`config.mk`:
```
export PLATFORM = sky130hd
export DESIGN_NAME = byte_joining_param
export DESIGN_NICKNAME = d
export VERILOG_FILES = /design/src/rtl/byte_joining_pkg.sv /design/src/rtl/byte_joining_lane_mux.sv /design/src/rtl/byte_joining_param.sv
export SDC_FILE = /design/constraint.sdc
export NUM_CORES = 1
export LEC_CHECK = 0
export ABC_AREA = 1
export CORE_MARGIN = 8
export CORE_UTILIZATION = 57
export CTS_CLUSTER_SIZE = 40
export DETAILED_ROUTE_END_ITERATION = 10
export PLACE_DENSITY = 0.81
export REMOVE_ABC_BUFFERS = 1
export SLEW_MARGIN = 0
export SYNTH_ARGS = -nofsm -noshare
export SYNTH_HDL_FRONTEND = slang
export SYNTH_SLANG_ARGS = --single-unit
```
`constraint.sdc`:
```
create_clock -name clk -period 3.25 [get_ports clk]
set_input_delay 0.4875 -clock clk [delete_from_list [all_inputs] [get_ports clk]]
set_output_delay 0.4875 -clock clk [all_outputs]
set_load 0.05 [all_outputs]
```
`src/rtl/byte_joining_pkg.sv`:
```
// Shared types and helpers for the byte joiner and its sibling striping block.
package byte_joining_pkg;

    typedef enum logic {
        ST_IDLE = 1'b0,
        ST_SEND = 1'b1
    } state_e;

    function automatic int unsigned clog2(input int unsigned value);
        int unsigned r;
        int unsigned x;
        r = 0;
        x = (value > 0) ? value - 1 : 0;
        while (x > 0) begin
            r++;
            x = x >> 1;
        end
        return r;
    endfunction

    // Zero lanes becomes one lane; anything above the lane count saturates.
    function automatic int unsigned clamp_lanes(input int unsigned req,
                                                input int unsigned num_lanes);
        if (req == 0) begin
            return 1;
        end
        if (req > num_lanes) begin
            return num_lanes;
        end
        return req;
    endfunction

    function automatic logic lanes_illegal(input int unsigned req,
                                           input int unsigned num_lanes);
        return (req == 0) || (req > num_lanes);
    endfunction

endpackage

```
`src/rtl/byte_joining_lane_mux.sv`:
```
// Combinational lane selector: picks one WIDTH-bit lane out of a striped word.
module byte_joining_lane_mux #(
    parameter int unsigned NUM_LANES = 4,
    parameter int unsigned WIDTH     = 8,
    parameter int unsigned IW        = 2
) (
    input  logic [NUM_LANES*WIDTH-1:0] word,
    input  logic [IW-1:0]              sel,
    output logic [WIDTH-1:0]           lane
);

    always_comb begin
        lane = '0;
        for (int k = 0; k < int'(NUM_LANES); k++) begin
            if (IW'(k) == sel) begin
                lane = word[k*WIDTH +: WIDTH];
            end
        end
    end

endmodule

```
`src/rtl/byte_joining_param.sv`:
```
// Parametrised byte joiner: serialises striped words lane 0 first through a two-entry buffer.
// Optional parity output enabled by defining BYTE_JOINING_PARITY_EN.
module byte_joining_param
    import byte_joining_pkg::*;
#(
    parameter int unsigned NUM_LANES = 4,
    parameter int unsigned WIDTH     = 8,
    localparam int unsigned IW       = (clog2(NUM_LANES) > 0) ? clog2(NUM_LANES) : 1,
    localparam int unsigned CW       = clog2(NUM_LANES + 1)
) (
    input  logic                       clk,
    input  logic                       reset,
    input  logic [NUM_LANES*WIDTH-1:0] lanes_in,
    input  logic                       in_valid,
    output logic                       in_ready,
    input  logic [CW-1:0]              active_lanes,
    output logic [WIDTH-1:0]           data_out,
    output logic                       out_valid,
    input  logic                       out_ready,
    output logic [IW-1:0]              lane_sel,
    output logic                       cfg_err
`ifdef BYTE_JOINING_PARITY_EN
    ,
    output logic                       parity_out
`endif
);

    state_e                     state_q, state_d;
    logic [NUM_LANES*WIDTH-1:0] ser_word_q, ser_word_d;
    logic [NUM_LANES*WIDTH-1:0] shd_word_q, shd_word_d;
    logic [CW-1:0]              ser_cnt_q, ser_cnt_d;
    logic [CW-1:0]              shd_cnt_q, shd_cnt_d;
    logic [CW-1:0]              cnt_in;
    logic                       shd_full_q, shd_full_d;
    logic [IW-1:0]              lane_sel_q, lane_sel_d;
    logic [WIDTH-1:0]           data_q, data_d, mux_lane;
    logic                       out_valid_q, out_valid_d;
    logic                       cfg_err_q, cfg_err_d;
    logic                       accept, xfer, last, upd;

    assign in_ready = !shd_full_q;
    assign accept   = in_valid && in_ready;
    assign cnt_in   = CW'(clamp_lanes(32'(active_lanes), NUM_LANES));
    assign xfer     = (state_q == ST_SEND) && out_ready;
    assign last     = xfer && ((32'(lane_sel_q) + 32'd1) == 32'(ser_cnt_q));

    always_comb begin
        state_d     = state_q;
        ser_word_d  = ser_word_q;
        ser_cnt_d   = ser_cnt_q;
        shd_word_d  = shd_word_q;
        shd_cnt_d   = shd_cnt_q;
        shd_full_d  = shd_full_q;
        lane_sel_d  = lane_sel_q;
        out_valid_d = out_valid_q;
        upd         = 1'b0;
        cfg_err_d   = cfg_err_q | (accept && lanes_illegal(32'(active_lanes), NUM_LANES));

        unique case (state_q)
            ST_IDLE: begin
                if (accept) begin
                    ser_word_d  = lanes_in;
                    ser_cnt_d   = cnt_in;
                    lane_sel_d  = '0;
                    upd         = 1'b1;
                    out_valid_d = 1'b1;
                    state_d     = ST_SEND;
                end
            end
            ST_SEND: begin
                if (last) begin
                    // The shadow word always wins; in_ready is low while it is full.
                    if (shd_full_q) begin
                        ser_word_d = shd_word_q;
                        ser_cnt_d  = shd_cnt_q;
                        shd_full_d = 1'b0;
                        lane_sel_d = '0;
                        upd        = 1'b1;
                    end else if (accept) begin
                        ser_word_d = lanes_in;
                        ser_cnt_d  = cnt_in;
                        lane_sel_d = '0;
                        upd        = 1'b1;
                    end else begin
                        out_valid_d = 1'b0;
                        state_d     = ST_IDLE;
                    end
                end else begin
                    if (xfer) begin
                        lane_sel_d = lane_sel_q + IW'(1);
                        upd        = 1'b1;
                    end
                    if (accept) begin
                        shd_word_d = lanes_in;
                        shd_cnt_d  = cnt_in;
                        shd_full_d = 1'b1;
                    end
                end
            end
            default: begin
                state_d = ST_IDLE;
            end
        endcase
    end

    byte_joining_lane_mux #(
        .NUM_LANES(NUM_LANES),
        .WIDTH    (WIDTH),
        .IW       (IW)
    ) u_lane_mux (
        .word(ser_word_d),
        .sel (lane_sel_d),
        .lane(mux_lane)
    );

    assign data_d = upd ? mux_lane : data_q;

    always_ff @(posedge clk or posedge reset) begin
        if (reset) begin
            state_q     <= ST_IDLE;
            ser_word_q  <= '0;
            ser_cnt_q   <= '0;
            shd_word_q  <= '0;
            shd_cnt_q   <= '0;
            shd_full_q  <= 1'b0;
            lane_sel_q  <= '0;
            data_q      <= '0;
            out_valid_q <= 1'b0;
            cfg_err_q   <= 1'b0;
        end else begin
            state_q     <= state_d;
            ser_word_q  <= ser_word_d;
            ser_cnt_q   <= ser_cnt_d;
            shd_word_q  <= shd_word_d;
            shd_cnt_q   <= shd_cnt_d;
            shd_full_q  <= shd_full_d;
            lane_sel_q  <= lane_sel_d;
            data_q      <= data_d;
            out_valid_q <= out_valid_d;
            cfg_err_q   <= cfg_err_d;
        end
    end

    assign data_out  = data_q;
    assign out_valid = out_valid_q;
    assign lane_sel  = lane_sel_q;
    assign cfg_err   = cfg_err_q;

`ifdef BYTE_JOINING_PARITY_EN
    logic parity_q;

    always_ff @(posedge clk or posedge reset) begin
        if (reset) begin
            parity_q <= 1'b0;
        end else begin
            parity_q <= ^data_d;
        end
    end

    assign parity_out = parity_q;
`endif

endmodule

```
# Yosys cells after proc, flatten, opt, wreduce, memory -nomap -nowiden
# Index checks and enable logic that the tools add are counted.
# word_totals
in_bits	39
regBits	84
# classes
n_mux	37
n_reduce_logical	12
magnitude_cmp	1
n_eq_ne	8
addsub	2
bitwise_logic	3
# ops
cell	n
two-way mux 32 bit	3
one-hot mux 32 bit (2 select lines)	1
two-way mux 8 bit	4
two-way mux 3 bit	6
two-way mux 1 bit	14
two-way mux 2 bit	4
!= test 2 bit, second input constant	3
one-hot mux 1 bit (2 select lines)	3
one-hot mux 3 bit (2 select lines)	1
equality test 2 bit, first input constant	2
logical AND 1 bit	4
one-hot mux 2 bit (2 select lines)	1
AND reduction 4 bit	1
adder 2 x 1 -> 3 bit, second input constant	1
equality test 3 bit	1
greater-than comparator 3 bit, second input constant	1
zero test 3 bit	1
AND reduction 3 bit	1
adder 2 x 1 -> 2 bit, second input constant	1
equality test 1 x 2 -> 1 bit, first input constant	1
zero test 2 bit	1
!= test 2 x 1 -> 1 bit, second input constant	1
NOT 1 bit	2
AND reduction 2 bit	1
4 further kinds	4

# Logic depth before layout (Yosys ltp)
# Gate-level depths: netlist of run 1.
# depth
word_depth	11
mapped_depth	15
mapped_depth_nobuf	15

# By module
# From an unflattened synthesis of run 1, not the netlist that was laid out.
# unflattened
hier_cells	678
area_unflattened_um2	5097.4
# modules_own_cells
mod	area_each_um2	cells_per_inst	instances	seq_area_each_um2
byte_joining_param	4833.4	631	1	2102.0
byte_joining_lane_mux	264.0	47	1	0.0

# Worst setup path before layout of run 1
# No wires, ideal clock.
# synth_timing
kind	reg2reg
startpoint	reg lane_sel_q[0] (netlist: lane_sel[0])
endpoint	reg data_q[1] (netlist: data_out[1])
t_arrival_ns	2.212
n_path_buf	0
path_stages_with_launch	12
path_slack_ns	0.921
path_cell_list	dfrtp_1 -> ha_1 -> xnor2_2 -> nand3_2 -> inv_1 -> nand2_1 -> a21oi_2 -> inv_2 -> nand2_1 -> inv_1 -> nand2_1 -> nand2_1
# synth_between
elab_chain_cells	10
# synth_rtl
element	line_no	source
from (decl)	byte_joining_param.sv:35	logic [IW-1:0] lane_sel_q, lane_sel_d;
from (signal assigned)	byte_joining_param.sv:137	lane_sel_q <= lane_sel_d;
adder 2 x 1 -> 3 bit	byte_joining_param.sv:45	assign last = xfer && ((32'(lane_sel_q) + 32'd1) == 32'(ser_cnt_q));
equality test 3 bit	byte_joining_param.sv:45	
logical AND 1 bit	byte_joining_param.sv:45	
two-way mux 2 bit	byte_joining_param.sv:71	if (last) begin
one-hot mux 2 bit (2 select lines)	byte_joining_param.sv:59	unique case (state_q)
zero test 2 bit	byte_joining_lane_mux.sv:15	if (IW'(k) == sel) begin
two-way mux 8 bit (4 in a row)	byte_joining_lane_mux.sv:15	
to (signal assigned)	byte_joining_param.sv:138	data_q <= data_d;
to (decl)	byte_joining_param.sv:36	logic [WIDTH-1:0] data_q, data_d, mux_lane;
# Several ways; a longest one is shown, not always the timed one.
# A chain may end at the register's enable or synchronous reset.

# Worst setup path after layout of run 1
# layout_timing
startpoint	reg lane_sel_q[0] (netlist: lane_sel[0])
endpoint	reg data_q[5] (netlist: data_out[5])
# layout_between
elab_chain_cells	10
# layout_rtl
element	line_no
adder 2 x 1 -> 3 bit	byte_joining_param.sv:45
equality test 3 bit	byte_joining_param.sv:45
logical AND 1 bit	byte_joining_param.sv:45
two-way mux 2 bit (*)	byte_joining_param.sv:71
one-hot mux 2 bit (2 select lines) (*)	byte_joining_param.sv:59
named net lane_sel_d[1]	byte_joining_param.sv:35
zero test 2 bit	byte_joining_lane_mux.sv:15
two-way mux 8 bit (3 in a row)	byte_joining_lane_mux.sv:15
two-way mux 8 bit (*)	byte_joining_lane_mux.sv:15
# The timed path passes the listed nets; every way through them passes the cells marked *.

==> results of run 1 <==
## worst min-delay path by stage
stage	endpoint	slack [ps]	cells after the start
after floorplan	shd_word_q[23]	440	2
after global placement	shd_word_q[0]	450	2
after detailed placement	shd_word_q[4]	460	2
after CTS	shd_word_q[4]	480	2
after global routing	shd_word_q[4]	490	2
final	shd_word_q[6]	480	2
## cell usage in the layout (no fill, tap or decap), types with 2 or more instances in the layout
master,netlist,layout
clkinv_2,1,4
a22oi_1,2,2
or2_2,5,5
nand2_2,2,2
buf_4,4,5
nand3_1,68,68
o21ai_1,24,24
inv_1,76,75
clkdlybuf4s50_1,0,51
nand2_4,2,2
nand3b_1,7,7
nor2_4,3,3
bufinv_16,0,2
ha_1,3,3
dfrtp_1,84,84
nor2_1,30,30
inv_2,7,7
or2_1,3,3
nand3_2,4,4
nand2_1,259,259
clkbuf_8,0,9
a21oi_1,5,5
o21ai_0,54,54
## power by group through the flow
stage               sequential (W)  clock [W]  combinational, W
floorplan                  0.00199          0           0.00191
global placement           0.00177          0           0.00284
detailed placement         0.00179          0           0.00295
CTS                        0.00177   0.000815           0.00298
global route               0.00183   0.000848           0.00338
finish                     0.00178   0.000800           0.00298
## cell type report
class / count / area (µm²)
clock buffer: 10 / 127.6
clock inverter: 5 / 77.57
fill: 687 / 2669
inverter: 84 / 317.8
multi-input combinational: 481 / 2223
sequential: 84 / 2102
tap: 105 / 131.4
timing repair buffer: 57 / 568.0
## metal layers
metal  vias to the layer above  GRT usage  part of all wire
met5                         -          0                 0
met4                         0    0.09118             0.021
met3                        27    0.03748             0.057
met2                       139     0.3575              0.48
met1                      2059     0.2670              0.44
li1                       2203          -                 -
## sequential cells by signal, indices dropped and copies added (netlist names)
signal and flops:
shd_full_q 1, data_out 8, shd_cnt_q 3, ser_word_q 32, out_valid 1, shd_word_q 32, cfg_err 1, lane_sel 2
state_q 1, ser_cnt_q 3
## cell usage after synthesis (4+ instances only)
master / instances / area [µm²]
nand2_1: 259 / 972.2
dfrtp_1: 84 / 2102
inv_1: 76 / 285.3
nand3_1: 68 / 340.3
o21ai_0: 54 / 270.3
nor2_1: 30 / 112.6
o21ai_1: 24 / 120.1
buf_2: 16 / 80.08
inv_2: 7 / 26.28
nand3b_1: 7 / 52.55
buf_6: 6 / 67.56
clkbuf_1: 6 / 22.52
a21oi_1: 5 / 25.02
or2_2: 5 / 31.28
buf_4: 4 / 30.03
nand3_2: 4 / 40.04
## cell families after synthesis
group           count (synthesis)  share of synthesized area
fa+ha+maj                       3                   0.007747
flops                          84                     0.4338
mux                             1                   0.002066
xor+xnor                        1                   0.003357
simple gates                  386                     0.3470
compound gates                 90                    0.09863
buf+inv                       117                     0.1074
## critical path, stage by stage (launching register included)
cell	delay [ps]
dfrtp_1	480
ha_1	390
xnor2_2	290
nand4_4	270
nand2_4	340
nand2_1	140
nand3_4	220
inv_2	120
o21ai_0	90
nand3_1	110
nand2_1	80
nand2_1	50
## through the flow
step | worst slack, ps | hold slack (ps) | util | total power, W
after global routing | 334.1 | 486.1 | 0.6752 | 0.006050
after global placement | 577.0 | 454.3 | 0.6502 | 0.004618
after detailed placement | 553.9 | 458.2 | 0.6502 | 0.004739
after CTS | 564.7 | 478.6 | 0.6752 | 0.005566
final | 541.8 | 475.7 | 0.6752 | 0.005566
after floorplan | 324.5 | 441.6 | - | 0.003902
==> flow_metrics.tcl, run 1 <==
set metrics [dict create \
    ys_warn_count 0 \
    n_antenna_cell 0 \
    post_dp_cell_area_um2 5343 \
    maxSlewViolCount 0 \
    syn_avg_cell_area_um2 7.105 \
    leakagePower_nw 2.890 \
    critPathLaunch "lane_sel[0]" \
    die_x_um 108.2 \
    ff2ff_path_depth 11 \
    p_comb_frac 0.536 \
    arrival_ps 2950 \
    synth_edf_count 0 \
    synth_cells 682 \
    final_hold_viol_count 0 \
    die_area_um2 11710 \
    htreeDepth 3 \
    reg2reg_from "lane_sel[0]" \
    post_drt_via_cell_ratio 5.361 \
    setup_viol 0 \
    place.gp.congestion 0.8743 \
    first_pass_iters 5 \
    stdcell_area_um2 5548 \
    nNetsFinal 759 \
    synth_async_sr_flop_share 1.000 \
    wl_per_cell_um 14.27 \
    fin_crit_sh 0.8333 \
    netSwitchingFraction 0.4780 \
    p_switching_w 0.002660 \
    cts.sinks 84 \
    tightest_slew_ps 697.1 \
    ff2ff_setup_slack_ps 540 \
    seqPwrFrac 0.320 \
    worstSkewPairLatency_ps 350 \
    grt_max_degree 48 \
    grt_antenna_before_repair 0 \
    tns_ps 0 \
    cts_setup_buffers 0 \
    relSlewSlack 0.5347 \
    synth_cell_types 34 \
    clock_skew_ps 10.63 \
    drtIter0Drc 243 \
    crit_required_ps 3490 \
    seq_area_frac_synth 0.4338 \
    grt_pass1_vias 4397 \
    drc 0 \
    clkTransAtPathRegs_ps 90 \
    place_inst 811 \
    p_per_area_nw_per_um2 1003 \
    drive_gt1_frac 0.07074 \
    peakVddDrop_uv 442.5 \
    postCtsHoldBufs 0 \
    dp_hpwl_um 8000 \
    num_vias 4428 \
    cts_tree "yes" \
    intPower_w 0.002905 \
    ant_nets 0 \
    cts-root-buf "clkbuf_8" \
    rows 33 \
    fp.dieH_um 108.2 \
    max_freq_ghz 0.3693 \
    post_cts_resized 0 \
    routed_wl_um 11790 \
    crit_end "data_out[5]" \
    start_util 0.5898 \
    outcome "finished clean" \
    layoutNonFillerInstCount 826 \
    grt_pass1_wl_um 20290 \
    synthesis.area_um2 4846 \
    maxCapViolCount 0 \
    rsz0062_at_grt "no" \
    cp_max_fo 22 \
    hold_class "reg2reg" \
    timing.rr.end "data_out[5]" \
    cts_made_buffers 9 \
    core_area_um2 8217 \
    clockBufferDepth 2 \
    grt_usage 0.2141 \
    layout_min_cycle_time_ps 2708 \
    ys_seq_elements 84 \
    grt.overflow.total 0 \
    cp-start-kind "register" \
    hold_start "shd_word_q[6]" \
    synthFlopType "dfrtp_1" \
    clockPowerShare 0.144 \
    ioPinCount 52 \
    critPathKind "reg2reg" \
    portBuffers 51 \
    syn2layout_area_growth_pct 14.48 \
    cp-end-kind "register" \
]
No activity file was read; power rests on OpenSTA's default activity.
==> inputs of run 2 (changes only) <==
==> constraint.sdc (replaced) <==
create_clock -name clk -period 2.62 [get_ports clk]
set_input_delay 0.393 -clock clk [delete_from_list [all_inputs] [get_ports clk]]
set_output_delay 0.393 -clock clk [all_outputs]
set_load 0.05 [all_outputs]
==> run 2 against run 1 <==
  * Clock power increased by 20%
  * Register-to-register slack got worse by 360 ps
  * Critical endpoint is now data_out[1]
  * Critical path type unchanged
  * Sequential share of layout area decreased by 0.36 points
  * Largest cell class unchanged
==> flow_metrics.tcl, run 2 (same netlist as run 1, synthesis figures left out) <==
set metrics [dict create \
    drive_gt1_frac 0.07967 \
    ioPinCount 52 \
    max_freq_ghz 0.4097 \
    cp-end-kind "register" \
    grt_pass1_wl_um 20580 \
    intPower_w 0.003612 \
    drc 0 \
    grt.overflow.total 0 \
    die_x_um 108.2 \
    relSlewSlack 0.6230 \
    first_pass_iters 5 \
    cts_tree "yes" \
    mostFrequentLayoutCells "nand2_1 (259), dfrtp_1 (84), inv_1 (75), nand3_1 (68), o21ai_0 (54)" \
    final_common_cell "nand2_1" \
    cp_max_fo 18 \
    netSwitchingFraction 0.4786 \
    power_w 0.006928 \
    portBuffers 51 \
    clockPowerShare 0.139 \
    fin_crit_sh 0.9316 \
    syn2layout_area_growth_pct 15.60 \
    place.gp.congestion 0.8883 \
    seqPwrFrac 0.320 \
    cts.sinks 84 \
    peakVddDrop_uv 596.6 \
    cts_made_buffers 9 \
    fp.dieH_um 108.2 \
    ant_nets 0 \
    dp_hpwl_um 8353 \
    grt_antenna_before_repair 0 \
    post_cts_resized 0 \
    leakagePower_nw 2.920 \
    wl_per_cell_um 14.47 \
    rows 33 \
    hold_ws_ps 435.9 \
    grt_usage 0.2202 \
    fill_cells 694 \
    clockBufferDepth 2 \
    cp-start-kind "register" \
    n_antenna_cell 0 \
    outcome "finished clean" \
    setup_viol 0 \
    p_per_area_nw_per_um2 1237 \
    core_area_um2 8217 \
    nNetsFinal 765 \
    htreeDepth 3 \
    critPathKind "reg2reg" \
    start_util 0.5898 \
    grt_max_degree 85 \
    maxCapViolCount 0 \
    post_drt_via_cell_ratio 5.411 \
    clkTransAtPathRegs_ps 80 \
    cts-root-buf "clkbuf_8" \
    tightest_slew_ps 564.8 \
    tns_ps 0 \
    cts_setup_buffers 0 \
    crit_required_ps 2870 \
    arrival_ps 2690 \
    grt_pass1_vias 4317 \
    num_vias 4507 \
    routed_wl_um 12050 \
    rsz0062_at_grt "no" \
    final_hold_viol_count 0 \
    drtIter0Drc 272 \
    worstSkewPairLatency_ps 360 \
    clock_skew_ps 9.516 \
    maxSlewViolCount 0 \
    p_comb_frac 0.542 \
    hold_class "in2async" \
    die_area_um2 11710 \
    p_switching_w 0.003316 \
    layout_min_cycle_time_ps 2441 \
]
[run 2: cell count changes in the layout (fill, tap and decap cells not counted), sizes merged]
cell           change
clkbuf             +3
clkinvlp           +1
buf                +7
bufinv             -1
clkinv             -2
clkdlybuf4s50      -1
[run 2: worst paths after layout]
| kind | from | to | slack (ps) | depth (start not counted) |
|---|---|---|---|---|
| setup / recovery | lane_sel[0] | data_out[1] | 180 | 13 |
| hold / removal | reset | shd_word_q[24] | 440 | 3 |
| setup reg to reg | lane_sel[0] | data_out[1] | 180 | 13 |
| hold reg to reg | shd_word_q[3] | shd_word_q[3] | 480 | 2 |
| max in group asynchronous | reset | ser_word_q[26] | 1820 | 3 |
| min in group clk | shd_word_q[3] | shd_word_q[3] | 480 | 2 |
[run 2: critical path, stage by stage, from the launching register on]
cell and delay, ps:
dfrtp_1 470, ha_1 380, xnor2_2 260, nand3_2 160
inv_1 110, nand2_1 80, nand3_2 110, nand3_4 190
nor2_4 250, nand2_1 80, nand2_1 70, inv_1 40
nand2_1 60, nand2_1 50
[run 2: timing repair]
item,in CTS,in global routing
hold endpoints to repair,0,0
hold buffers,0,0
setup endpoints to repair,0,2
[run 2: cell type report]
type,count,area (µm²),area share
Multi-Input combinational cell,481,2223,0.3969
Tap cell,105,131.4,0.02345
Clock buffer,13,158.9,0.02837
Clock inverter,3,45.04,0.008041
Sequential cell,84,2102,0.3753
Inverter,84,317.8,0.05673
Timing Repair Buffer,63,623.1,0.1112
[run 2: power by group through the flow]
stage | clock network (W) | registers [W] | logic [W]
final | 0.000962 | 0.00221 | 0.00375
after detailed placement | 0 | 0.00222 | 0.00372
after floorplan | 0 | 0.00247 | 0.00237
after global routing | 0.00103 | 0.00227 | 0.00423
after CTS | 0.000973 | 0.00221 | 0.00374
after global placement | 0 | 0.00220 | 0.00359
[run 2: layer usage]
layer  part of all wire  vias up  GRT usage
met5                  0        -          0
met4              0.024        0    0.08821
met3              0.061       29    0.05057
met2               0.48      140     0.3605
met1               0.43     2127     0.2754
li1                   -     2211          -
[run 2: per-stage QoR]
step | utilization | cell area, µm² | setup WS (ps) | cells
6_report | 0.6817 | 5602 | 179.3 | 833
5_1_grt | 0.6817 | 5602 | 2.972 | 833
4_1_cts | 0.6817 | 5602 | 175.5 | 833
3_5_place_dp | 0.6569 | 5398 | 165.7 | 817
3_3_place_gp | 0.6569 | 5398 | 284.3 | 817
2_1_floorplan | - | 4642 | -305.5 | 649
